==> src/rtl/fp_mac_pe_if.sv <==
// Operand/result bundle between a systolic-array controller (master) and one fp_mac_pe (slave).
interface fp_mac_pe_if #(
  parameter int EXP_WIDTH = 5,
  parameter int MAN_WIDTH = 10,
  parameter int CNT_WIDTH = 8
);
  localparam int DATA_WIDTH = 1 + EXP_WIDTH + MAN_WIDTH;

  logic                  in_valid;
  logic [DATA_WIDTH-1:0] Current_A;
  logic                  acc_clear;
  logic                  B_load;
  logic [DATA_WIDTH-1:0] Current_B;
  logic [DATA_WIDTH-1:0] Next_A;
  logic                  Next_valid;
  logic [DATA_WIDTH-1:0] PE_out;
  logic                  out_valid;
  logic [CNT_WIDTH-1:0]  mac_count;

  modport master (
    output in_valid, Current_A, acc_clear, B_load, Current_B,
    input  Next_A, Next_valid, PE_out, out_valid, mac_count
  );

  modport slave (
    input  in_valid, Current_A, acc_clear, B_load, Current_B,
    output Next_A, Next_valid, PE_out, out_valid, mac_count
  );
endinterface

==> src/rtl/fp_mac_pe.sv <==
// Weight-stationary FP multiply-accumulate cell: stage 1 registers the RNE-rounded A*B,
// stage 2 accumulates it (RNE). A/valid are forwarded to the neighbouring PE after one cycle.
module fp_mac_pe #(
  parameter int EXP_WIDTH = 5,
  parameter int MAN_WIDTH = 10,
  parameter int CNT_WIDTH = 8
) (
  input logic        clk,
  input logic        reset,
  fp_mac_pe_if.slave pe
);
  localparam int DATA_WIDTH = 1 + EXP_WIDTH + MAN_WIDTH;
  localparam int E   = EXP_WIDTH;
  localparam int M   = MAN_WIDTH;
  localparam int D   = DATA_WIDTH;
  localparam int EW  = E + 3;
  localparam int PW  = 2 * (M + 1);
  localparam int AW  = M + 4;
  localparam int LZW = $clog2(AW + 1);

  localparam logic signed [EW-1:0] E_ONE  = EW'(1);
  localparam logic signed [EW-1:0] E_ZERO = '0;
  localparam logic signed [EW-1:0] E_MAX  = EW'((1 << E) - 1);
  localparam logic signed [EW-1:0] E_BIAS = EW'((1 << (E - 1)) - 1);

  localparam logic [D-1:0] POS_INF = {1'b0, {E{1'b1}}, {M{1'b0}}};

  logic [D-1:0]         next_a_q;
  logic                 next_valid_q;
  logic [D-1:0]         b_q;
  logic [D-1:0]         p1_prod_q;
  logic                 p1_valid_q;
  logic                 p1_clear_q;
  logic [D-1:0]         acc_q, acc_d;
  logic                 out_valid_q, out_valid_d;
  logic [CNT_WIDTH-1:0] cnt_q, cnt_d;

  // ---------------- multiplier ----------------
  logic [E-1:0]           a_exp, b_exp;
  logic                   mul_sign;
  logic [PW-1:0]          mul_full;
  logic signed [EW-1:0]   mul_exp;
  logic [M-1:0]           mul_man;
  logic                   mul_g, mul_st;
  logic [M:0]             mul_rnd;
  logic [D-1:0]           mul_res;

  always_comb begin
    a_exp    = pe.Current_A[D-2 -: E];
    b_exp    = b_q[D-2 -: E];
    mul_sign = pe.Current_A[D-1] ^ b_q[D-1];
    mul_full = PW'({1'b1, pe.Current_A[M-1:0]}) * PW'({1'b1, b_q[M-1:0]});
    mul_exp  = $signed({3'b000, a_exp}) + $signed({3'b000, b_exp}) - E_BIAS;
    // product of two [1,2) significands lies in [1,4): at most one normalising shift
    if (mul_full[PW-1]) begin
      mul_man = mul_full[PW-2 -: M];
      mul_g   = mul_full[PW-2-M];
      mul_st  = |mul_full[PW-3-M:0];
      mul_exp = mul_exp + E_ONE;
    end else begin
      mul_man = mul_full[PW-3 -: M];
      mul_g   = mul_full[PW-3-M];
      mul_st  = |mul_full[PW-4-M:0];
    end
    mul_rnd = {1'b0, mul_man} + {{M{1'b0}}, mul_g & (mul_st | mul_man[0])};
    if (mul_rnd[M]) mul_exp = mul_exp + E_ONE;

    if (&a_exp || &b_exp)
      mul_res = {mul_sign, {E{1'b1}}, {M{1'b0}}};
    else if (a_exp == '0 || b_exp == '0)
      mul_res = {mul_sign, {(D-1){1'b0}}};
    else if (mul_exp >= E_MAX)
      mul_res = {mul_sign, {E{1'b1}}, {M{1'b0}}};
    else if (mul_exp <= E_ZERO)
      mul_res = {mul_sign, {(D-1){1'b0}}};
    else
      mul_res = {mul_sign, mul_exp[E-1:0], mul_rnd[M-1:0]};
  end

  // ---------------- adder ----------------
  logic [D-1:0]          add_x, add_y, big, sml;
  logic [E-1:0]          x_exp, y_exp, big_exp, sml_exp, shamt;
  logic                  x_inf, y_inf, x_zero, y_zero;
  logic [AW-1:0]         big_m, sml_m, sml_al;
  logic                  sml_lost;
  logic [AW:0]           add_sum;
  logic [AW-1:0]         add_dif, add_norm;
  logic [LZW-1:0]        add_lz;
  logic signed [EW-1:0]  add_exp;
  logic [M-1:0]          add_man;
  logic [M:0]            add_rnd;
  logic                  add_sub;
  logic [D-1:0]          add_res;

  always_comb begin
    add_x  = p1_clear_q ? '0 : acc_q;
    add_y  = p1_prod_q;
    x_exp  = add_x[D-2 -: E];
    y_exp  = add_y[D-2 -: E];
    x_inf  = &x_exp;
    y_inf  = &y_exp;
    x_zero = (x_exp == '0);
    y_zero = (y_exp == '0);

    if ({x_exp, add_x[M-1:0]} >= {y_exp, add_y[M-1:0]}) begin
      big = add_x;
      sml = add_y;
    end else begin
      big = add_y;
      sml = add_x;
    end
    big_exp = big[D-2 -: E];
    sml_exp = sml[D-2 -: E];
    shamt   = big_exp - sml_exp;
    add_sub = big[D-1] ^ sml[D-1];

    // three spare LSBs hold guard/round/sticky; everything shifted past them folds into bit 0
    big_m    = {1'b1, big[M-1:0], 3'b000};
    sml_m    = {1'b1, sml[M-1:0], 3'b000};
    sml_lost = |(sml_m & ~({AW{1'b1}} << shamt));
    sml_al   = (sml_m >> shamt) | {{(AW-1){1'b0}}, sml_lost};
    add_sum  = {1'b0, big_m} + {1'b0, sml_al};
    add_dif  = big_m - sml_al;

    add_lz = '0;
    for (int i = 0; i < AW; i++)
      if (add_dif[i]) add_lz = LZW'(AW - 1 - i);

    add_exp = $signed({3'b000, big_exp});
    if (!add_sub) begin
      if (add_sum[AW]) begin
        add_norm = add_sum[AW:1] | {{(AW-1){1'b0}}, add_sum[0]};
        add_exp  = add_exp + E_ONE;
      end else begin
        add_norm = add_sum[AW-1:0];
      end
    end else begin
      add_norm = add_dif << add_lz;
      add_exp  = add_exp - $signed({{(EW-LZW){1'b0}}, add_lz});
    end

    add_man = add_norm[AW-2 -: M];
    add_rnd = {1'b0, add_man} + {{M{1'b0}}, add_norm[2] & ((|add_norm[1:0]) | add_man[0])};
    if (add_rnd[M]) add_exp = add_exp + E_ONE;

    if (x_inf && y_inf && (add_x[D-1] != add_y[D-1]))
      add_res = POS_INF;
    else if (x_inf)
      add_res = {add_x[D-1], {E{1'b1}}, {M{1'b0}}};
    else if (y_inf)
      add_res = {add_y[D-1], {E{1'b1}}, {M{1'b0}}};
    else if (x_zero && y_zero)
      add_res = {add_x[D-1] & add_y[D-1], {(D-1){1'b0}}};
    else if (x_zero)
      add_res = add_y;
    else if (y_zero)
      add_res = add_x;
    else if (add_sub && add_dif == '0)
      add_res = '0;
    else if (add_exp >= E_MAX)
      add_res = {big[D-1], {E{1'b1}}, {M{1'b0}}};
    else if (add_exp <= E_ZERO)
      add_res = {big[D-1], {(D-1){1'b0}}};
    else
      add_res = {big[D-1], add_exp[E-1:0], add_rnd[M-1:0]};
  end

  // ---------------- accumulator / count ----------------
  always_comb begin
    acc_d       = acc_q;
    cnt_d       = cnt_q;
    out_valid_d = 1'b0;
    if (p1_valid_q) begin
      acc_d       = add_res;
      out_valid_d = 1'b1;
      if (p1_clear_q)
        cnt_d = CNT_WIDTH'(1);
      else if (cnt_q != '1)
        cnt_d = cnt_q + CNT_WIDTH'(1);
    end else if (p1_clear_q) begin
      acc_d = '0;
      cnt_d = '0;
    end
  end

  always_ff @(posedge clk) begin
    if (reset) begin
      next_a_q     <= '0;
      next_valid_q <= 1'b0;
      b_q          <= '0;
      p1_prod_q    <= '0;
      p1_valid_q   <= 1'b0;
      p1_clear_q   <= 1'b0;
      acc_q        <= '0;
      out_valid_q  <= 1'b0;
      cnt_q        <= '0;
    end else begin
      next_a_q     <= pe.Current_A;
      next_valid_q <= pe.in_valid;
      if (pe.B_load) b_q <= pe.Current_B;
      p1_prod_q    <= mul_res;
      p1_valid_q   <= pe.in_valid;
      p1_clear_q   <= pe.acc_clear;
      acc_q        <= acc_d;
      out_valid_q  <= out_valid_d;
      cnt_q        <= cnt_d;
    end
  end

  assign pe.Next_A     = next_a_q;
  assign pe.Next_valid = next_valid_q;
  assign pe.PE_out     = acc_q;
  assign pe.out_valid  = out_valid_q;
  assign pe.mac_count  = cnt_q;
endmodule

==> src/flat_wrapper.sv <==
// flat-port wrapper written by rule: the top's interface ports become plain ports
module fp_mac_pe_flat 
#(
  parameter int EXP_WIDTH = 5,
  parameter int MAN_WIDTH = 10,
  parameter int CNT_WIDTH = 8
)
  (clk, reset, pe_in_valid, pe_Current_A, pe_acc_clear, pe_B_load, pe_Current_B, pe_Next_A, pe_Next_valid, pe_PE_out, pe_out_valid, pe_mac_count);
  fp_mac_pe_if #(.EXP_WIDTH(EXP_WIDTH), .MAN_WIDTH(MAN_WIDTH), .CNT_WIDTH(CNT_WIDTH)) pe_i ();
  input logic clk;
  input logic reset;
  input wire logic [$bits(pe_i.in_valid)-1:0] pe_in_valid;
  input wire logic [$bits(pe_i.Current_A)-1:0] pe_Current_A;
  input wire logic [$bits(pe_i.acc_clear)-1:0] pe_acc_clear;
  input wire logic [$bits(pe_i.B_load)-1:0] pe_B_load;
  input wire logic [$bits(pe_i.Current_B)-1:0] pe_Current_B;
  output wire logic [$bits(pe_i.Next_A)-1:0] pe_Next_A;
  output wire logic [$bits(pe_i.Next_valid)-1:0] pe_Next_valid;
  output wire logic [$bits(pe_i.PE_out)-1:0] pe_PE_out;
  output wire logic [$bits(pe_i.out_valid)-1:0] pe_out_valid;
  output wire logic [$bits(pe_i.mac_count)-1:0] pe_mac_count;
  assign pe_i.in_valid = pe_in_valid;
  assign pe_i.Current_A = pe_Current_A;
  assign pe_i.acc_clear = pe_acc_clear;
  assign pe_i.B_load = pe_B_load;
  assign pe_i.Current_B = pe_Current_B;
  assign pe_Next_A = pe_i.Next_A;
  assign pe_Next_valid = pe_i.Next_valid;
  assign pe_PE_out = pe_i.PE_out;
  assign pe_out_valid = pe_i.out_valid;
  assign pe_mac_count = pe_i.mac_count;
  fp_mac_pe #(.EXP_WIDTH(EXP_WIDTH), .MAN_WIDTH(MAN_WIDTH), .CNT_WIDTH(CNT_WIDTH)) u_core (.clk(clk), .reset(reset), .pe(pe_i));
endmodule
==> config.mk <==
export PLATFORM = sky130hd
export DESIGN_NAME = fp_mac_pe_flat
export DESIGN_NICKNAME = d
export VERILOG_FILES = /design/src/rtl/fp_mac_pe_if.sv /design/src/rtl/fp_mac_pe.sv /design/src/flat_wrapper.sv
export SDC_FILE = /design/constraint.sdc
export NUM_CORES = 1
export LEC_CHECK = 0
export ABC_AREA = 1
export BUFFER_PORTS_ARGS = -buffer_cell sky130_fd_sc_hd__buf_4
export CORE_UTILIZATION = 38
export DETAILED_ROUTE_END_ITERATION = 8
export GPL_ROUTABILITY_DRIVEN = 0
export RECOVER_POWER = 100
export SYNTH_ARGS = -nofsm -noshare
export SYNTH_HDL_FRONTEND = slang
export SYNTH_SLANG_ARGS = --single-unit
==> constraint.sdc <==
create_clock -name clk -period 12.5 [get_ports clk]
set_clock_uncertainty 0.15 [all_clocks]
set_input_delay 1.25 -clock clk [delete_from_list [all_inputs] [get_ports clk]]
set_output_delay 1.25 -clock clk [all_outputs]
set_load 0.05 [all_outputs]
==> impl_metrics.py <==
metrics = {
    "logic_synthesis": {
        "synth_area_per_cell_sq_um": 6.55,
        "async_reset_ff_frac": 0,
        "synthCells": 1948,
        "synth-simple-area-share": 0.344,
        "synth_nets": 2182,
        "yosys_warnings": 0,
        "synth-main-ff-cell": "dfxtp_1",
        "ys_ff_latch": 75,
        "synth_seq_area_share": 0.118,
        "synth.distinct_cells": 62,
        "synth_area_sq_um": 12800,
        "synth_fa_ha_area_frac": 0.242,
        "synth_edf_count": 0,
        "synth-compound-area-share": 0.112,
        "synth-xor-area-share": 0.0437,
        "synth_top_family_by_area": "simple AND/OR/NAND/NOR gates",
        "synthMuxAreaShare": 0.000785,
    },
    "clocking": {
        "clk_pin_slew_ns": 0.07,
        "post_cts_buffers": 0,
        "cts_hold_buf": 0,
        "cts_sinks": 75,
        "cts-root-buf": "clkbuf_16",
        "clkLatencyLatePin_ns": 0.35,
        "cts_tree": "done",
        "cts_made_buffers": 9,
        "cts_htree_levels": 3,
        "cts_resized": 0,
        "cts_buffer_depth": 2,
    },
    "timing": {
        "fmax_ghz": 0.0939,
        "fin_crit_sh": 0.852,
        "tns_ns": 0,
        "rsz0062_at_grt": "false",
        "slew_violations": 35,
        "period_minus_slack_ns": 10.66,
        "hold_violations": 0,
        "tightest_slew_ns": 2.20,
        "slew_headroom": -0.468,
        "finalSetupViolations": 0,
    },
    "floorplanning": {
        "core_sq_um": 32800,
        "die_w_microns": 185,
        "io_pins": 79,
        "dieArea_sq_um": 34300,
        "start_util": 0.389,
        "rows": 66,
        "die_h_microns": 185,
    },
    "place": {
        "postPlaceCellArea_sq_um": 13500,
        "place_hpwl_mm": 28.8,
        "place_inst": 2399,
        "numPortBuffers": 78,
    },
    "critical_path": {
        "arrival_ns": 10.63,
        "crit_type": "reg2reg",
        "path_buf_inv": 6,
        "cp_max_fo": 39,
        "crit_top_cell": "nand2_1",
        "start_kind": "register",
        "end_kind": "register",
        "crit_required_ns": 12.47,
        "slowest_stage": "nand2_1",
        "cp_slowest_stage_delay_ns": 0.99,
        "cp_top_family": "simple AND/OR/NAND/NOR gates",
    },
    "job": {
        "maxCapViolCount": 1,
    },
    "cells_and_area": {
        "multi_input_area_sq_um": 9450,
        "stdcell_count": 2415,
        "fill_cells": 3570,
        "final_area_sq_um": 13600,
        "syn_to_final_growth_pct": 6.25,
        "layout.nets": 2202,
        "register_area_sq_um": 1500,
        "diodes": 0,
        "drive_gt1_frac": 0.0912,
    },
    "grt": {
        "grt_usage": 0.213,
        "grt_pass1_vias": 12000,
        "antenna_found_initial": 0,
        "grt_max_degree": 40,
        "grt_overflow_total": 0,
        "grt_first_pass_wirelength_mm": 59.0,
    },
    "routing": {
        "drtPass1Iterations": 5,
        "route.detailed.drc": 0,
        "dr.first_iter.drc_count": 898,
        "drt_wl_total_mm": 35.2,
        "postRouteAntennaNets": 0,
        "drt-vias-per-instance": 5.04,
        "vias": 12200,
        "wl_per_cell_microns": 14.6,
    },
    "outcome": {
        "violations": "capacitance limit, slew limit",
        "status": "complete, but fails checks",
    },
    "min_path": {
        "hold_class": "reg2reg",
    },
}
==> cell usage after synthesis, types with 3 or more instances <==
| library cell | number | area share |
|---|---|---|
| a211oi_1 | 7 | 0.0041 |
| a21oi_1 | 102 | 0.040 |
| a21oi_2 | 8 | 0.0055 |
| a221oi_1 | 3 | 0.0021 |
| a31oi_1 | 4 | 0.0020 |
| buf_2 | 10 | 0.0039 |
| buf_4 | 11 | 0.0065 |
| buf_6 | 9 | 0.0079 |
| buf_8 | 4 | 0.0047 |
| clkbuf_1 | 32 | 0.0094 |
| dfxtp_1 | 75 | 0.12 |
| dlygate4sd1_1 | 3 | 0.0021 |
| fa_1 | 83 | 0.13 |
| ha_1 | 114 | 0.11 |
| inv_1 | 329 | 0.097 |
| inv_2 | 17 | 0.0050 |
| nand2_1 | 488 | 0.14 |
| nand2_2 | 37 | 0.018 |
| nand2_4 | 12 | 0.011 |
| nand3_1 | 148 | 0.058 |
| nand3_2 | 14 | 0.011 |
| nand3_4 | 3 | 0.0041 |
| nand3b_1 | 4 | 0.0024 |
| nand4_1 | 32 | 0.016 |
| nor2_1 | 138 | 0.041 |
| nor2_2 | 11 | 0.0054 |
| nor2_4 | 7 | 0.0062 |
| nor2_8 | 3 | 0.0047 |
| nor3_1 | 18 | 0.0071 |
| nor3b_1 | 5 | 0.0029 |
| nor4_1 | 6 | 0.0029 |
| o2111ai_1 | 3 | 0.0021 |
| o211ai_1 | 5 | 0.0029 |
| o21ai_0 | 78 | 0.031 |
| o21ai_1 | 6 | 0.0024 |
| o21ai_2 | 4 | 0.0027 |
| o21bai_1 | 14 | 0.0082 |
| o31ai_1 | 4 | 0.0024 |
| or2_2 | 8 | 0.0039 |
| xnor2_1 | 17 | 0.012 |
| xor2_1 | 43 | 0.030 |
==> worst register-to-register path: cells and delay by family (launching register included) <==
family | cells | cell delay [ns]
compound gates | 11 | 1.90
buf+inv | 6 | 1.10
simple gates | 27 | 4.78
flops | 1 | 0.58
fa+ha+maj | 5 | 1.95
==> registers in the layout, indices dropped and copies added (netlist names) <==
signal                cells
u_core.pe.out_valid       1
u_core.pe.PE_out         16
u_core.pe.Next_valid      1
u_core.b_q               16
u_core.pe.mac_count       8
u_core.add_y             16
u_core.p1_clear_q         1
u_core.pe.Next_A         16
==> path summary, 6_finish.rpt <==
kind                                            start                             endpoint  slack (ns)  cells after the start
setup / recovery         u_core.p1_clear_q$_SDFF_PP0_       u_core.pe.PE_out[9]$_SDFF_PP0_        1.84                     49
hold / removal    u_core.pe.mac_count[1]$_SDFFE_PP0P_  u_core.pe.mac_count[1]$_SDFFE_PP0P_        0.36                      2
setup reg to reg         u_core.p1_clear_q$_SDFF_PP0_       u_core.pe.PE_out[9]$_SDFF_PP0_        1.84                     49
hold reg to reg   u_core.pe.mac_count[1]$_SDFFE_PP0P_  u_core.pe.mac_count[1]$_SDFFE_PP0P_        0.36                      2
==> per-layer routing <==
layer,routed length [microns],share of wire,GRT usage
met5,0,0,0
met4,786,0.022,0.0602
met3,1260,0.036,0.0197
met2,17200,0.49,0.381
met1,15900,0.45,0.270
==> stage by stage <==
stage	worst slack, ns	util	hold WS (ns)
final	1.84	0.413	0.364
after global routing	0.502	0.413	0.385
after CTS	2.05	0.419	0.368
after detailed placement	1.69	0.410	0.358
after global placement	1.96	0.410	0.344
after floorplan	3.26	-	0.321
==> cell type report <==
cell class	count	share of cell area
clock buffer	9	0.0166
clock inverter	7	0.00425
tap	442	0.0408
timing repair buffer	80	0.0324
inverter	351	0.0980
sequential	75	0.111
multi-input combinational	1451	0.697
==> layout by cell type (no fill, tap or decap), types with 4 or more instances in the layout <==
| cell | instances |
|---|---|
| nor3b_1 | 5 |
| nor4_1 | 6 |
| inv_6 | 4 |
| clkbuf_1 | 43 |
| o21ai_2 | 4 |
| nand4_1 | 32 |
| xor2_1 | 43 |
| o211ai_1 | 5 |
| o21ai_0 | 82 |
| buf_4 | 37 |
| a211oi_1 | 7 |
| nand3_1 | 149 |
| or2_2 | 8 |
| nand2_2 | 36 |
| nand3b_1 | 4 |
| a21oi_2 | 6 |
| a21oi_1 | 104 |
| nor3_1 | 17 |
| a31oi_1 | 4 |
| nor2_1 | 138 |
| fa_1 | 83 |
| nand2_4 | 11 |
| nor2_4 | 7 |
| nand3_2 | 13 |
| o31ai_1 | 4 |
| inv_1 | 329 |
| nor2_2 | 11 |
| o21bai_1 | 14 |
| ha_1 | 114 |
| xnor2_1 | 17 |
| clkbuf_16 | 9 |
| dfxtp_1 | 75 |
| nand2_1 | 490 |
| inv_2 | 17 |
==> cell families (layout without fill, tap and decap cells) <==
| group | Yosys count | count (layout) |
|---|---|---|
| multiplexers | 1 | 1 |
| buffers and inverters | 422 | 447 |
| flip-flops | 75 | 75 |
| XOR/XNOR | 62 | 62 |
| AO/OA/AOI/OAI | 249 | 249 |
| AND/OR/NAND/NOR | 942 | 942 |
| adder cells (fa/ha/maj) | 197 | 197 |
Power is not shown: default switching activity piles up to over one toggle a cycle in this logic, so the estimate is an artifact.
